===== src/rtl/i2c_arb_pkg.sv =====
// Shared definitions for the I2C master arbiter: FSM encoding, command bit
// positions and speed-select values.
package i2c_arb_pkg;

  typedef enum logic [1:0] {
    StIdle,
    StWaitBusy,
    StWaitDone,
    StRecover
  } arb_state_e;

  localparam int unsigned CMD_START = 0;
  localparam int unsigned CMD_RESET = 2;
  localparam int unsigned CMD_SPEED = 3;

  localparam logic SPEED_100K = 1'b0;
  localparam logic SPEED_400K = 1'b1;

  // Command word driven while the master's peripheral is being reset.
  localparam logic [3:0] CMD_RECOVER_WORD = 4'(1 << CMD_RESET);

endpackage


===== src/rtl/rr_pick.sv =====
// Combinational round-robin selector: picks the first set request strictly
// after the pointer, wrapping around.
module rr_pick #(
  parameter int unsigned N  = 4,
  parameter int unsigned IW = (N > 1) ? $clog2(N) : 1
) (
  input  logic [N-1:0]  req,
  input  logic [IW-1:0] ptr,
  output logic [N-1:0]  gnt,
  output logic [IW-1:0] idx,
  output logic          valid
);

  logic [IW-1:0] cand;

  always_comb begin
    gnt   = '0;
    idx   = '0;
    valid = 1'b0;
    cand  = '0;
    for (int unsigned k = 1; k <= N; k++) begin
      cand = IW'((32'(ptr) + k) % N);
      if (!valid && req[cand]) begin
        valid     = 1'b1;
        idx       = cand;
        gnt[cand] = 1'b1;
      end
    end
  end

endmodule


===== src/rtl/i2c_arbiter.sv =====
// Round-robin sequencer sharing one I2C master between NUM_REQ requesters,
// with start/ready handshake tracking and watchdog-driven master recovery.
module i2c_arbiter #(
  parameter int unsigned NUM_REQ        = 4,
  parameter int unsigned ACCEPT_TIMEOUT = 16,
  parameter int unsigned XFER_TIMEOUT   = 65535,
  parameter int unsigned RST_CYCLES     = 4
) (
  input  logic                 clk,
  input  logic                 rst,
  input  logic [NUM_REQ-1:0]   req,
  input  logic [8*NUM_REQ-1:0] req_addr,
  input  logic [8*NUM_REQ-1:0] req_data,
  input  logic [NUM_REQ-1:0]   req_fast,
  output logic [NUM_REQ-1:0]   gnt,
  output logic [NUM_REQ-1:0]   done,
  output logic [NUM_REQ-1:0]   err,
  output logic [3:0]           i2c_command,
  output logic [7:0]           i2c_address,
  output logic [7:0]           i2c_data,
  input  logic                 i2c_ready
);

  import i2c_arb_pkg::*;

  localparam int unsigned IW = $clog2(NUM_REQ);
  localparam int unsigned CW = $clog2(XFER_TIMEOUT + 1);

  arb_state_e state_q, state_d;
  logic [CW-1:0] cnt_q, cnt_d;
  logic [IW-1:0] ptr_q, ptr_d;
  logic [NUM_REQ-1:0] gnt_q, gnt_d, done_q, done_d, err_q, err_d;
  logic [3:0] cmd_q, cmd_d;
  logic [7:0] addr_q, addr_d, data_q, data_d;

  logic [NUM_REQ-1:0] pick_gnt;
  logic [IW-1:0]      pick_idx;
  logic               pick_valid;
  logic [7:0]         sel_addr, sel_data;
  logic               sel_fast;

  logic start_ok, accept_to, xfer_to, rec_end;

  rr_pick #(
    .N  (NUM_REQ),
    .IW (IW)
  ) u_rr_pick (
    .req   (req),
    .ptr   (ptr_q),
    .gnt   (pick_gnt),
    .idx   (pick_idx),
    .valid (pick_valid)
  );

  always_comb begin
    sel_addr = '0;
    sel_data = '0;
    sel_fast = 1'b0;
    for (int unsigned i = 0; i < NUM_REQ; i++) begin
      if (pick_gnt[i]) begin
        sel_addr = req_addr[8*i +: 8];
        sel_data = req_data[8*i +: 8];
        sel_fast = req_fast[i];
      end
    end
  end

  assign start_ok  = pick_valid && i2c_ready;
  // Compare against limit-1 so the transition edge lands exactly on the limit.
  assign accept_to = (cnt_q == CW'(ACCEPT_TIMEOUT - 1));
  assign xfer_to   = (cnt_q == CW'(XFER_TIMEOUT - 1));
  assign rec_end   = (cnt_q == CW'(RST_CYCLES - 1));

  // Next-state and watchdog counter.
  always_comb begin
    state_d = state_q;
    case (state_q)
      StIdle:     if (start_ok) state_d = StWaitBusy;
      StWaitBusy: begin
        if (!i2c_ready) state_d = StWaitDone;
        else if (accept_to) state_d = StRecover;
      end
      StWaitDone: begin
        if (i2c_ready) state_d = StIdle;
        else if (xfer_to) state_d = StRecover;
      end
      StRecover:  if (rec_end) state_d = StIdle;
      default:    state_d = StIdle;
    endcase

    if (state_q == StIdle || state_d != state_q) begin
      cnt_d = '0;
    end else if (cnt_q != {CW{1'b1}}) begin
      cnt_d = cnt_q + CW'(1);
    end else begin
      cnt_d = cnt_q;
    end
  end

  // Registered-output next values, derived from the current transition.
  always_comb begin
    gnt_d  = gnt_q;
    done_d = '0;
    err_d  = '0;
    cmd_d  = cmd_q;
    addr_d = addr_q;
    data_d = data_q;
    ptr_d  = ptr_q;

    if (state_q == StIdle && state_d == StWaitBusy) begin
      gnt_d            = pick_gnt;
      addr_d           = sel_addr;
      data_d           = sel_data;
      ptr_d            = pick_idx;
      cmd_d            = '0;
      cmd_d[CMD_START] = 1'b1;
      cmd_d[CMD_SPEED] = sel_fast ? SPEED_400K : SPEED_100K;
    end else if (state_q == StWaitBusy) begin
      cmd_d[CMD_START] = 1'b0;
    end

    if (state_d == StRecover && state_q != StRecover) begin
      cmd_d = CMD_RECOVER_WORD;
    end

    if (state_q != StIdle && state_d == StIdle) begin
      gnt_d = '0;
      cmd_d = '0;
      if (state_q == StWaitDone) done_d = gnt_q;
      else err_d = gnt_q;
    end
  end

  always_ff @(posedge clk or negedge rst) begin
    if (!rst) begin
      state_q <= StIdle;
      cnt_q   <= '0;
      ptr_q   <= IW'(NUM_REQ - 1);
      gnt_q   <= '0;
      done_q  <= '0;
      err_q   <= '0;
      cmd_q   <= '0;
      addr_q  <= '0;
      data_q  <= '0;
    end else begin
      state_q <= state_d;
      cnt_q   <= cnt_d;
      ptr_q   <= ptr_d;
      gnt_q   <= gnt_d;
      done_q  <= done_d;
      err_q   <= err_d;
      cmd_q   <= cmd_d;
      addr_q  <= addr_d;
      data_q  <= data_d;
    end
  end

  assign gnt         = gnt_q;
  assign done        = done_q;
  assign err         = err_q;
  assign i2c_command = cmd_q;
  assign i2c_address = addr_q;
  assign i2c_data    = data_q;

endmodule


===== config.mk =====
export PLATFORM = sky130hd
export DESIGN_NAME = i2c_arbiter
export DESIGN_NICKNAME = d
export VERILOG_FILES = /design/src/rtl/i2c_arb_pkg.sv /design/src/rtl/rr_pick.sv /design/src/rtl/i2c_arbiter.sv
export SDC_FILE = /design/constraint.sdc
export NUM_CORES = 1
export LEC_CHECK = 0
export ABC_AREA = 1
export CAP_MARGIN = 30
export CORE_UTILIZATION = 40
export CTS_BUF_LIST = sky130_fd_sc_hd__clkbuf_16
export DETAILED_ROUTE_END_ITERATION = 7
export PLACE_DENSITY = 0.7
export SYNTH_ARGS = -nofsm -noshare
export SYNTH_HDL_FRONTEND = slang
export SYNTH_HIERARCHICAL = 1
export SYNTH_SLANG_ARGS = --single-unit

===== constraint.sdc =====
create_clock -name clk -period 4.02 [get_ports clk]
set_clock_uncertainty 0.2 [all_clocks]
set_input_delay 0.804 -clock clk [delete_from_list [all_inputs] [get_ports clk]]
set_output_delay 0.804 -clock clk [all_outputs]
set_load 0.01 [all_outputs]

Yosys cells after proc, flatten, opt, wreduce, memory -nomap -nowiden
Index checks and enable logic that the tools add are counted.

Bits in registers: 52. Input port bits: 75. Output and inout bits: 32. Word-level logic and storage cells: 120.

Add/subtract/negate cells: 5. Magnitude comparators: 8. Equality and inequality tests: 11. Muxes and demuxes: 61. Bitwise logic cells: 3. Reductions and logical operators: 22.

Operator list (count): $mux 8 (8); $mux 4 (12); $mux 16 (2); $mux 2 (10); $mux 1 (19); $add 16x1->16 const B (1); $eq 16x16->1 const B (1); $eq 16x2->1 const B (1); $eq 16x4->1 const B (1); $ne 16x16->1 const B (1); $lt 2x3->1 const B (4); $or 4x4->4 (3); $logic_and 1x1->1 (11); $bmux 1 s2 (4); $demux 1 s2 (4); $ge 2x1->1 const B (4); $pmux 2 s4 (1); $eq 2x2->1 const B (3); $reduce_bool 2->1 (3); $add 2x1->2 const B (2); $add 2x2->2 const B (2); $eq 2x1->1 const B (2); $logic_not 2->1 (2); $reduce_bool 4->1 (1); 6 further kinds (8).

Longest topological paths before layout
Gate-level depths: netlist (run 1).

Word-level depth: 21. Mapped depth: 19. Gate-level depth less buffers: 15.

Hierarchy
The synthesis (run 1) kept the hierarchy.

By module, submodules not included: i2c_arbiter (times used 1, cells each 422, area each 2971.6 um^2, seq. area each 1278.7 um^2); rr_pick (times used 1, cells each 81, area each 535.5 um^2, seq. area each 0.0 um^2).

Worst setup path before layout (run 1)
OpenSTA, ideal clock, no wires.

Path type: reg2reg. From: register ptr_q[0]. To: register addr_q[1] (netlist: i2c_address[1]). Library setup time: 117 ps. Arrival time: 2647 ps. Required time: 3703 ps. Slack: 1056 ps. Cell stages (with the launch flop): 20. Path buffers: 4. Clock period less this slack: 2964 ps. Path through: dfstp_2 -> buf_6 -> inv_8 -> ha_1 -> inv_2 -> nand3_4 -> nand2_4 -> nor2_4 -> buf_6 -> nand4_1 -> nand3_1 -> buf_2 -> clkinv_1 -> buf_2 -> nand3_1 -> nand2_1 -> o21ai_0 -> o21ai_0 -> nand2_1 -> nand2_1.

Elaborated cells on any way between the ends: 58. Classes of those cells: add/sub: 4; order compare: 8; eq/ne: 1; mux: 30; bitwise: 3; reduce/logical: 12.

RTL lines: start: declaration (line i2c_arbiter.sv:31) `logic [IW-1:0] ptr_q, ptr_d;`; start signal: assignment (line i2c_arbiter.sv:138) `ptr_q <= IW'(NUM_REQ - 1);`; start signal: assignment (line i2c_arbiter.sv:148) `ptr_q <= ptr_d;`; branches (longest 12 deep; another with $lt 2x3->1); $mux 4 * (line rr_pick.sv:23) `if (!valid && req[cand]) begin`; via pick_gnt[1] (line i2c_arbiter.sv:36) `logic [NUM_REQ-1:0] pick_gnt;`; $mux 8 * (3 in a row) (line i2c_arbiter.sv:60) `if (pick_gnt[i]) begin`; end signal: assignment (line i2c_arbiter.sv:153) `addr_q <= addr_d;`; end: declaration (line i2c_arbiter.sv:34) `logic [7:0] addr_q, addr_d, data_q, data_d;`.

Mark *: on every way through the listed nets, which the timed path passes. The select of a mux whose other input is x is not followed. A chain may end at the register's enable or synchronous reset.

Final worst setup path (run 1)
From: register ptr_q[1]. To: register data_q[5] (netlist: i2c_data[5]).

Elaborated cells on any way between the ends: 58. Classes of those cells: add/sub: 4; order compare: 8; eq/ne: 1; mux: 30; bitwise: 3; reduce/logical: 12.

RTL lines: branches (longest 12 deep; another with $lt 2x3->1); $mux 4 * (line rr_pick.sv:23); via pick_gnt[1] (line i2c_arbiter.sv:36); $mux 8 * (3 in a row) (line i2c_arbiter.sv:60); end signal: assignment (line i2c_arbiter.sv:154) `data_q <= data_d;`; end: declaration (line i2c_arbiter.sv:34).

Marks and branches as above.

==> results.toml, run 1 <==
[detailed_routing]
drt_iter0_markers = 187
avgRoutedWirePerCell_um = 13.0
drtAntennaViolNets = 0
drc = 0
num_vias = 3529
wl_um = 9200
first_pass_iters = 5
via_per_inst = 4.98

[worst_setup_path]
timing.rr.start = "ptr_q[1]$_DFFE_PN1P_"
rr_endpoint = "i2c_data[5]$_DFFE_PN0P_"
crit_fanout = 18
startpoint = "ptr_q[1]$_DFFE_PN1P_"
r2r_cells = 15
rrSetupSlack_ns = 0.57
endpoint = "i2c_data[5]$_DFFE_PN0P_"
cp-end-kind = "register"
worstPathRequired_ns = 4.01
arrival_ns = 3.44
cp-start-kind = "register"
crit_type = "reg -> reg"

[global_route]
grt_pass1_wl_um = 15300
grt_usage = 0.212
grt_pass1_vias = 3437
overflow = 0
grt_antenna_before_repair = 0
grt_max_degree = 39

[sta]
fmax_mhz = 289
final-setup-viol-count = 0
rsz0062_at_grt = "false"
fin_crit_sh = 0.859
final.setup.tns_ns = 0
relSlewSlack = 0.526
final_max_slew_viol_count = 0
post-route-min-period_ns = 3.45
hold_ws_ns = 0.192
hold_violations = 0
tightest_slew_ns = 0.708

[synth]
synthXorXnorAreaFrac = 0.0175
yosys_warnings = 6
synth_cell_type_count = 34
synth_top_family_by_area = "simple AND/OR/NAND/NOR gates"
synth_compound_area_frac = 0.117
yosys-top-cells-area = "dfrtp_1 35%, nand2_1 17%, nand3_1 7.3%"
synth_fp_nets = 588
synth_seq_cells = 51
synthCells = 503
synth_top_cell_by_area = "dfrtp_1"
synth_fa_ha_area_frac = 0.0357
avgSynthCellArea_um2 = 6.97
synth_mux_area_frac = 0
mappedNetlistArea_um2 = 3510
synthSimpleGateAreaFrac = 0.376
seq_area_frac_synth = 0.365
synth_top_area_share = 0.350

[final_layout]
fin_nets = 687
drive_gt1_frac = 0.0929
diodes = 0
area_growth_syn_to_layout_pct = 36.5

[floorplanning]
die_x_um = 95.6
io_pins = 107
start_util = 0.420
rows = 33
die_h_um = 95.6
core_area_um2 = 8340
die-area_um2 = 9150

[clocking]
cts_made_buffers = 5
cts_num_sinks = 51
clock-root-buffer = "clkbuf_16"
clockBufferDepth = 2
ctsHoldBuffers = 0
cts_htree_levels = 2
clk_transition_reported_paths_ns = 0.07
cts_setup_buffers = 0
cts_tree = "yes"
post_cts_resized = 0
clkLatencyLatePin_ns = 0.29

[placed_design]
place_hpwl_um = 7090
gp_congestion = 0.855
io_buffer_count = 105

[power_and_ir_drop]
seqPwrFrac = 0.225
leakage_nw = 2.25
power_density_nw_per_um2 = 709
power.share.combinational = 0.647
switching_share = 0.504
power.internal_mw = 1.68
clkPwrFrac = 0.128
ir_drop_v = 0.000345
power_switching_mw = 1.71

[run_status]
outcome = "complete, no violations"

[min_path]
hold_path.class = "in -> async"

[flow_run]
maxCapViolCount = 0
==> placed cells by master (no fill, tap or decap), types with 2 or more instances in the layout <==
cell type,count
nand2_1,158
clkdlybuf4s50_1,104
nand3_1,51
dfrtp_1,49
inv_1,44
o21ai_0,44
nor2_1,35
a21oi_1,26
nor2_2,11
ha_1,10
nand4_1,9
nand2_2,6
buf_4,6
nand2_4,5
xor2_1,5
clkbuf_16,5
inv_2,4
a21boi_0,4
nor2_4,3
nand3_2,2
nor3_2,2
nor3_1,2
o22ai_1,2
xnor2_1,2
inv_8,2
dfstp_2,2
nand3_4,2
==> worst min path at each step <==
stage                                    start                         end  slack [ns]  cells after the start
finish                                     rst        cnt_q[7]$_DFFE_PN0P_        0.19                      1
global route                               rst        cnt_q[4]$_DFFE_PN0P_        0.21                      1
CTS                                        rst        cnt_q[4]$_DFFE_PN0P_        0.20                      1
detailed placement  i2c_address[5]$_DFFE_PN0P_  i2c_address[5]$_DFFE_PN0P_        0.27                      2
global placement    i2c_command[2]$_DFFE_PN0P_  i2c_command[2]$_DFFE_PN0P_        0.26                      2
floorplan                 ptr_q[0]$_DFFE_PN1P_        ptr_q[0]$_DFFE_PN1P_        0.29                      2
==> layer usage <==
layer  up-vias  share of wire  global-route usage
met2       133           0.49               0.376
met5         -              0                   0
li1       1812              -                   -
met4         0          0.015              0.0498
met1      1571           0.43               0.261
met3        13          0.070              0.0478
==> Yosys cell counts (all sizes together) <==
library cell / count
conb: 1
o22ai: 2
nand3: 55
buf: 11
inv: 49
clkbuf: 9
nand2: 169
nor3: 4
clkinv: 1
ha: 10
a21oi: 27
xor2: 5
xnor2: 2
o21ai: 45
nor2: 49
dfrtp: 49
dfstp: 2
a21boi: 4
nand4: 9
==> worst max-delay path, cell delays in order (launching register included) <==
cell	delay, ns
dfstp_2	0.66
inv_1	0.20
ha_1	0.42
inv_2	0.09
nand3_4	0.12
nand2_4	0.08
nor2_4	0.25
nand3_1	0.12
nand3_1	0.13
clkinv_1	0.42
nand3_1	0.19
nand2_1	0.08
o21ai_0	0.12
o21ai_0	0.13
nand2_1	0.08
nand2_1	0.06
==> stage by stage <==
step	area, um^2	setup slack [ns]	cells	util	total power, mW
final	4790	0.566	708	0.574	3.39
after global routing	4790	0.345	708	0.574	3.72
after CTS	4790	0.609	708	0.574	3.40
after detailed placement	4630	0.568	700	0.556	2.95
after global placement	4610	0.631	699	0.553	2.92
after floorplan	3510	1.06	503	-	2.35
==> sequential cells by signal, summed over array words and instances, names as in the netlist, 3 cells and up <==
| name | cells |
|---|---|
| done | 4 |
| i2c_data | 8 |
| err | 4 |
| gnt | 4 |
| i2c_address | 8 |
| cnt_q | 16 |
| i2c_command | 3 |
==> kinds of logic (layout without fill, tap and decap cells) <==
family / Yosys count / in the layout
AND/OR/NAND/NOR: 286 / 286
AO/OA/AOI/OAI: 78 / 78
buffers and inverters: 70 / 170
flip-flops: 51 / 51
adder cells (fa/ha/maj): 10 / 10
XOR/XNOR: 7 / 7
other: 1 / 1
==> layout make-up <==
type / instances / area [um^2]
tap: 105 / 131
multi-input combinational: 382 / 1920
clock buffer: 5 / 125
fill: 768 / 3550
sequential: 51 / 1280
clock inverter: 3 / 27.5
timing repair buffer: 112 / 1110
inverter: 50 / 195
==> power by group through the flow <==
stage	Clock, mW	Combinational (mW)	Sequential [mW]
2_1_floorplan	0	1.57	0.776
3_3_place_gp	0	2.15	0.770
3_5_place_dp	0	2.18	0.773
4_1_cts	0.444	2.19	0.766
5_1_grt	0.468	2.47	0.781
6_report	0.433	2.20	0.764
Power figures use the tool's default switching activity.
==> run 2: changes to the inputs <==
--- a/config.mk
+++ b/config.mk
@@ -7,6 +7,7 @@
 export LEC_CHECK = 0
 export ABC_AREA = 1
 export CAP_MARGIN = 30
+export CORE_MARGIN = 10
 export CORE_UTILIZATION = 40
 export CTS_BUF_LIST = sky130_fd_sc_hd__clkbuf_16
 export DETAILED_ROUTE_END_ITERATION = 7
==> run 2 against run 1 <==
Compared with the run above: register-to-register slack got worse by 0.05 ns; cell count rose by 0.14%; clock-buffer cell count unchanged; via count grew 0.40%; largest cell class unchanged; largest power group unchanged; highest routed layer unchanged.
==> results.toml, run 2 (same netlist as run 1, synthesis figures left out) <==
[min_path]
hold_path.class = "reg -> reg"

[worst_setup_path]
r2r_cells = 15
endpoint = "i2c_data[4]$_DFFE_PN0P_"
arrival_ns = 3.49
rrSetupSlack_ns = 0.51
startpoint = "ptr_q[1]$_DFFE_PN1P_"
timing.rr.start = "ptr_q[1]$_DFFE_PN1P_"
cp-start-kind = "register"
cp-end-kind = "register"
worstPathRequired_ns = 4.01
crit_type = "reg -> reg"
rr_endpoint = "i2c_data[4]$_DFFE_PN0P_"
crit_fanout = 18

[clocking]
cts_tree = "yes"
ctsHoldBuffers = 0
cts_htree_levels = 2
post_cts_resized = 0
clk_transition_reported_paths_ns = 0.07
cts_made_buffers = 5
cts_num_sinks = 51
clockBufferDepth = 2
clock-root-buffer = "clkbuf_16"
cts_setup_buffers = 0
clkLatencyLatePin_ns = 0.29

[power_and_ir_drop]
leakage_nw = 2.23
ir_drop_v = 0.000372
power_density_nw_per_um2 = 712
power_mw = 3.39

[final_layout]
drive_gt1_frac = 0.0899
regArea_um2 = 1280
largest_reg_flops = 16
multiInputGateArea_um2 = 1920
final_cell_mix = "158 x nand2_1, 104 x clkdlybuf4s50_1, 51 x nand3_1, 49 x dfrtp_1"
diodes = 0
final_cells = 709
area_growth_syn_to_layout_pct = 35.9
fillers = 822
largest-register = "cnt_q"
fin_nets = 685
final_common_cell = "nand2_1"

[detailed_routing]
first_pass_iters = 4
drtAntennaViolNets = 0
wl_um = 10200
drc = 0
drt_iter0_markers = 177
avgRoutedWirePerCell_um = 14.4
via_per_inst = 5.00
num_vias = 3543

[sta]
tightest_slew_ns = 0.734
final.setup.tns_ns = 0
final_max_slew_viol_count = 0
post-route-min-period_ns = 3.51
final-setup-viol-count = 0
rsz0062_at_grt = "false"
relSlewSlack = 0.509
fin_crit_sh = 0.872
hold_violations = 0
fmax_mhz = 285

[floorplanning]
die_x_um = 114
start_util = 0.406
die_h_um = 114
core_area_um2 = 8640
die-area_um2 = 12900
rows = 34
io_pins = 107

[placed_design]
io_buffer_count = 105
place_hpwl_um = 7980
dp_cells = 701
gp_congestion = 0.850

[flow_run]
maxCapViolCount = 0

[global_route]
grt_usage = 0.155
grt_pass1_wl_um = 16800
overflow = 0
grt_antenna_before_repair = 0
grt_pass1_vias = 3553
grt_max_degree = 52

[run_status]
outcome = "complete, no violations"
-- run 2: changes by cell type in the layout (fill, tap and decap cells not counted) --
cell        delta
buf_12         -1
buf_4          -1
clkinv_4       +2
clkinvlp_4     -1
inv_6          -1
-- run 2: worst max-delay path: stages, from the launching register on --
cell	delay, ns
dfstp_2	0.66
inv_1	0.21
ha_1	0.45
inv_2	0.11
nand3_4	0.13
nand2_4	0.08
nor2_4	0.25
nand3_1	0.11
nand3_1	0.12
clkinv_1	0.44
nand3_1	0.20
nand2_1	0.07
o21ai_0	0.10
o21ai_0	0.13
nand2_1	0.07
nand2_1	0.05
-- run 2: power by group --
group | switching (mW) | internal (mW) | total, mW
clock | 0.199 | 0.237 | 0.437
sequential | 0.116 | 0.647 | 0.763
combinational | 1.40 | 0.795 | 2.19
total | 1.71 | 1.68 | 3.39
-- run 2: per-layer routing --
layer,share of wire,up-vias,global-route usage
met5,0,-,0
met4,0.0084,0,0.0254
met3,0.098,8,0.0693
met2,0.47,118,0.257
met1,0.43,1611,0.182
li1,-,1806,-
-- run 2: layout make-up --
type,instances,area share
multi-input combinational,382,0.403
tap,108,0.0284
inverter,50,0.0410
timing repair buffer,110,0.227
clock buffer,5,0.0263
clock inverter,3,0.00604
sequential,51,0.268
-- run 2: per-stage QoR --
stage	instance area, um^2	util	hold WS (ns)	setup WS, ns
after floorplan	3510	-	0.290	1.06
after global placement	4610	0.534	0.256	0.625
after detailed placement	4610	0.534	0.261	0.549
after CTS	4760	0.552	0.279	0.549
after global routing	4760	0.552	0.305	0.271
final	4760	0.552	0.277	0.513
-- run 2: worst min path at each step --
stage	start	to	depth (start not counted)
after floorplan	ptr_q[0]$_DFFE_PN1P_	ptr_q[0]$_DFFE_PN1P_	2
after global placement	i2c_command[2]$_DFFE_PN0P_	i2c_command[2]$_DFFE_PN0P_	2
after detailed placement	i2c_command[2]$_DFFE_PN0P_	i2c_command[2]$_DFFE_PN0P_	2
after CTS	i2c_command[2]$_DFFE_PN0P_	i2c_command[2]$_DFFE_PN0P_	2
after global routing	i2c_data[7]$_DFFE_PN0P_	i2c_data[7]$_DFFE_PN0P_	2
final	i2c_command[2]$_DFFE_PN0P_	i2c_command[2]$_DFFE_PN0P_	2
==> run 3: changes to the inputs <==
--- a/config.mk
+++ b/config.mk
@@ -11,7 +11,9 @@
 export CORE_UTILIZATION = 40
 export CTS_BUF_LIST = sky130_fd_sc_hd__clkbuf_16
 export DETAILED_ROUTE_END_ITERATION = 7
+export MAX_ROUTING_LAYER = met4
 export PLACE_DENSITY = 0.7
+export RECOVER_POWER = 50
 export SYNTH_ARGS = -nofsm -noshare
 export SYNTH_HDL_FRONTEND = slang
 export SYNTH_HIERARCHICAL = 1
==> run 3 against run 2 <==
Compared with the run above: the flow now finishes with violations (capacitance limit, slew limit); power decreased by 0.52%; critical path type unchanged; cell count did not move; hold slack barely moved; highest routed layer unchanged; first-iteration DRC count down 13%; sequential power barely moved.
==> results.toml, run 3 (same netlist as run 1, synthesis figures left out) <==
[floorplanning]
die_x_um = 114
start_util = 0.406
rows = 34
io_pins = 107
die-area_um2 = 12900
die_h_um = 114
core_area_um2 = 8640

[global_route]
grt_pass1_wl_um = 16700
gr-usage-met3 = 0.0472
grt_max_degree = 52
grt_pass1_vias = 3578
grt_usage = 0.159
grt_util_met1 = 0.194
grt_antenna_before_repair = 0
use_met2 = 0.258
busiest_layer = "met2"
overflow = 0

[final_layout]
final_area_um2 = 4760
area_growth_syn_to_layout_pct = 35.6
final_cell_mix = "158 x nand2_1, 95 x clkdlybuf4s50_1, 51 x nand3_1, 49 x dfrtp_1"
largest-register = "cnt_q"
drive_gt1_frac = 0.0865
fillers = 862
largest_reg_flops = 16
diodes = 0
final_common_cell = "nand2_1"
fin_nets = 685

[worst_setup_path]
path_delay_family = "simple AND/OR/NAND/NOR gates"
crit_type = "reg -> reg"
arrival_ns = 3.45
cp-start-kind = "register"
critical-path-max-stage-delay_ns = 0.66
cp.depth = 15
r2r_cells = 15
crit_chain = "inv_1, ha_1, inv_2, nand3_4, nand2_4, nor2_4, nand4_1, nand3_1, clkinv_1, nand3_1, nand2_1, o21ai_0, o21ai_0, nand2_1, nand2_1"
critPathSlowestCell = "dfstp_2"
cp-end-kind = "register"
timing.rr.start = "ptr_q[1]$_DFFE_PN1P_"
critPathBufInv = 3
rr_endpoint = "i2c_data[3]$_DFFE_PN0P_"
worstPathRequired_ns = 4.01
crit_top_cell = "nand2_1"
startpoint = "ptr_q[1]$_DFFE_PN1P_"
endpoint = "i2c_data[3]$_DFFE_PN0P_"
crit_fanout = 18
rrSetupSlack_ns = 0.56

[clocking]
clockBufferDepth = 2
clock-root-buffer = "clkbuf_16"
cts_made_buffers = 5
cts_tree = "yes"
post_cts_resized = 0
cts_num_sinks = 51
cts_setup_buffers = 0
clkLatencyLatePin_ns = 0.29
cts_htree_levels = 2
ctsHoldBuffers = 0
clk_transition_reported_paths_ns = 0.08

[run_status]
violations = "capacitance limit, slew limit"
outcome = "finished, violations left"

[power_and_ir_drop]
ir_drop_v = 0.000300
power_density_nw_per_um2 = 709
leakage_nw = 2.26
power_mw = 3.37

[placed_design]
place_hpwl_um = 7970
postPlaceCellArea_um2 = 4610
io_buffer_count = 105
gp_congestion = 0.858

[flow_run]
maxCapViolCount = 1

[sta]
fmax_mhz = 289
hold_violations = 0
post-route-min-period_ns = 3.46
fin_crit_sh = 0.862
rsz0062_at_grt = "false"
final.setup.tns_ns = 0
final-setup-viol-count = 0
tightest_slew_ns = 2.71
relSlewSlack = -0.806
final_max_slew_viol_count = 52
hold_ws_ns = 0.277

[detailed_routing]
first_pass_iters = 7
drc = 0
avgRoutedWirePerCell_um = 14.3
drtAntennaViolNets = 0
via_per_inst = 4.99
num_vias = 3541
wl_um = 10200
drt_iter0_markers = 154

[min_path]
hold_path.class = "reg -> reg"
## run 3: metrics by stage
| step | setup slack (ns) | instances | utilization |
|---|---|---|---|
| 2_1_floorplan | 1.06 | 503 | - |
| 3_3_place_gp | 0.612 | 701 | 0.534 |
| 3_5_place_dp | 0.557 | 701 | 0.534 |
| 4_1_cts | 0.567 | 709 | 0.552 |
| 5_1_grt | 0.162 | 709 | 0.551 |
| 6_report | 0.555 | 709 | 0.551 |
## run 3: where the power goes
| group | total (mW) | leakage [nW] | internal, mW | switching [mW] |
|---|---|---|---|---|
| clock | 0.438 | 0.0759 | 0.238 | 0.201 |
| combinational | 2.17 | 1.51 | 0.790 | 1.38 |
| sequential | 0.761 | 0.678 | 0.646 | 0.115 |
## run 3: layout make-up
| class | count | area [um^2] | share of cell area |
|---|---|---|---|
| Tap cell | 108 | 135 | 0.0284 |
| Sequential cell | 51 | 1280 | 0.269 |
| Clock inverter | 3 | 28.8 | 0.00605 |
| Clock buffer | 5 | 125 | 0.0263 |
| Multi-Input combinational cell | 382 | 1910 | 0.402 |
| Inverter | 50 | 195 | 0.0410 |
| Timing Repair Buffer | 110 | 1080 | 0.227 |
## run 3: worst register-to-register path: cells and delay by family, from the launching register on
| family | cells | cell delay, ns |
|---|---|---|
| AO/OA/AOI/OAI | 2 | 0.21 |
| adder cells (fa/ha/maj) | 1 | 0.43 |
| flip-flops | 1 | 0.66 |
| buffers and inverters | 3 | 0.74 |
| AND/OR/NAND/NOR | 9 | 1.15 |
## run 3: worst min path at each step
stage,from,endpoint,depth (start not counted)
5_1_grt,i2c_data[7]$_DFFE_PN0P_,i2c_data[7]$_DFFE_PN0P_,2
4_1_cts,i2c_command[2]$_DFFE_PN0P_,i2c_command[2]$_DFFE_PN0P_,2
3_3_place_gp,i2c_command[2]$_DFFE_PN0P_,i2c_command[2]$_DFFE_PN0P_,2
6_report,i2c_command[2]$_DFFE_PN0P_,i2c_command[2]$_DFFE_PN0P_,2
3_5_place_dp,i2c_command[2]$_DFFE_PN0P_,i2c_command[2]$_DFFE_PN0P_,2
2_1_floorplan,ptr_q[0]$_DFFE_PN1P_,ptr_q[0]$_DFFE_PN1P_,2
## run 3: metal layers
layer	vias to the layer above	share of wire
met4	0	0.0043
met2	120	0.48
met1	1609	0.45
met3	7	0.071
met5	-	0
li1	1805	-
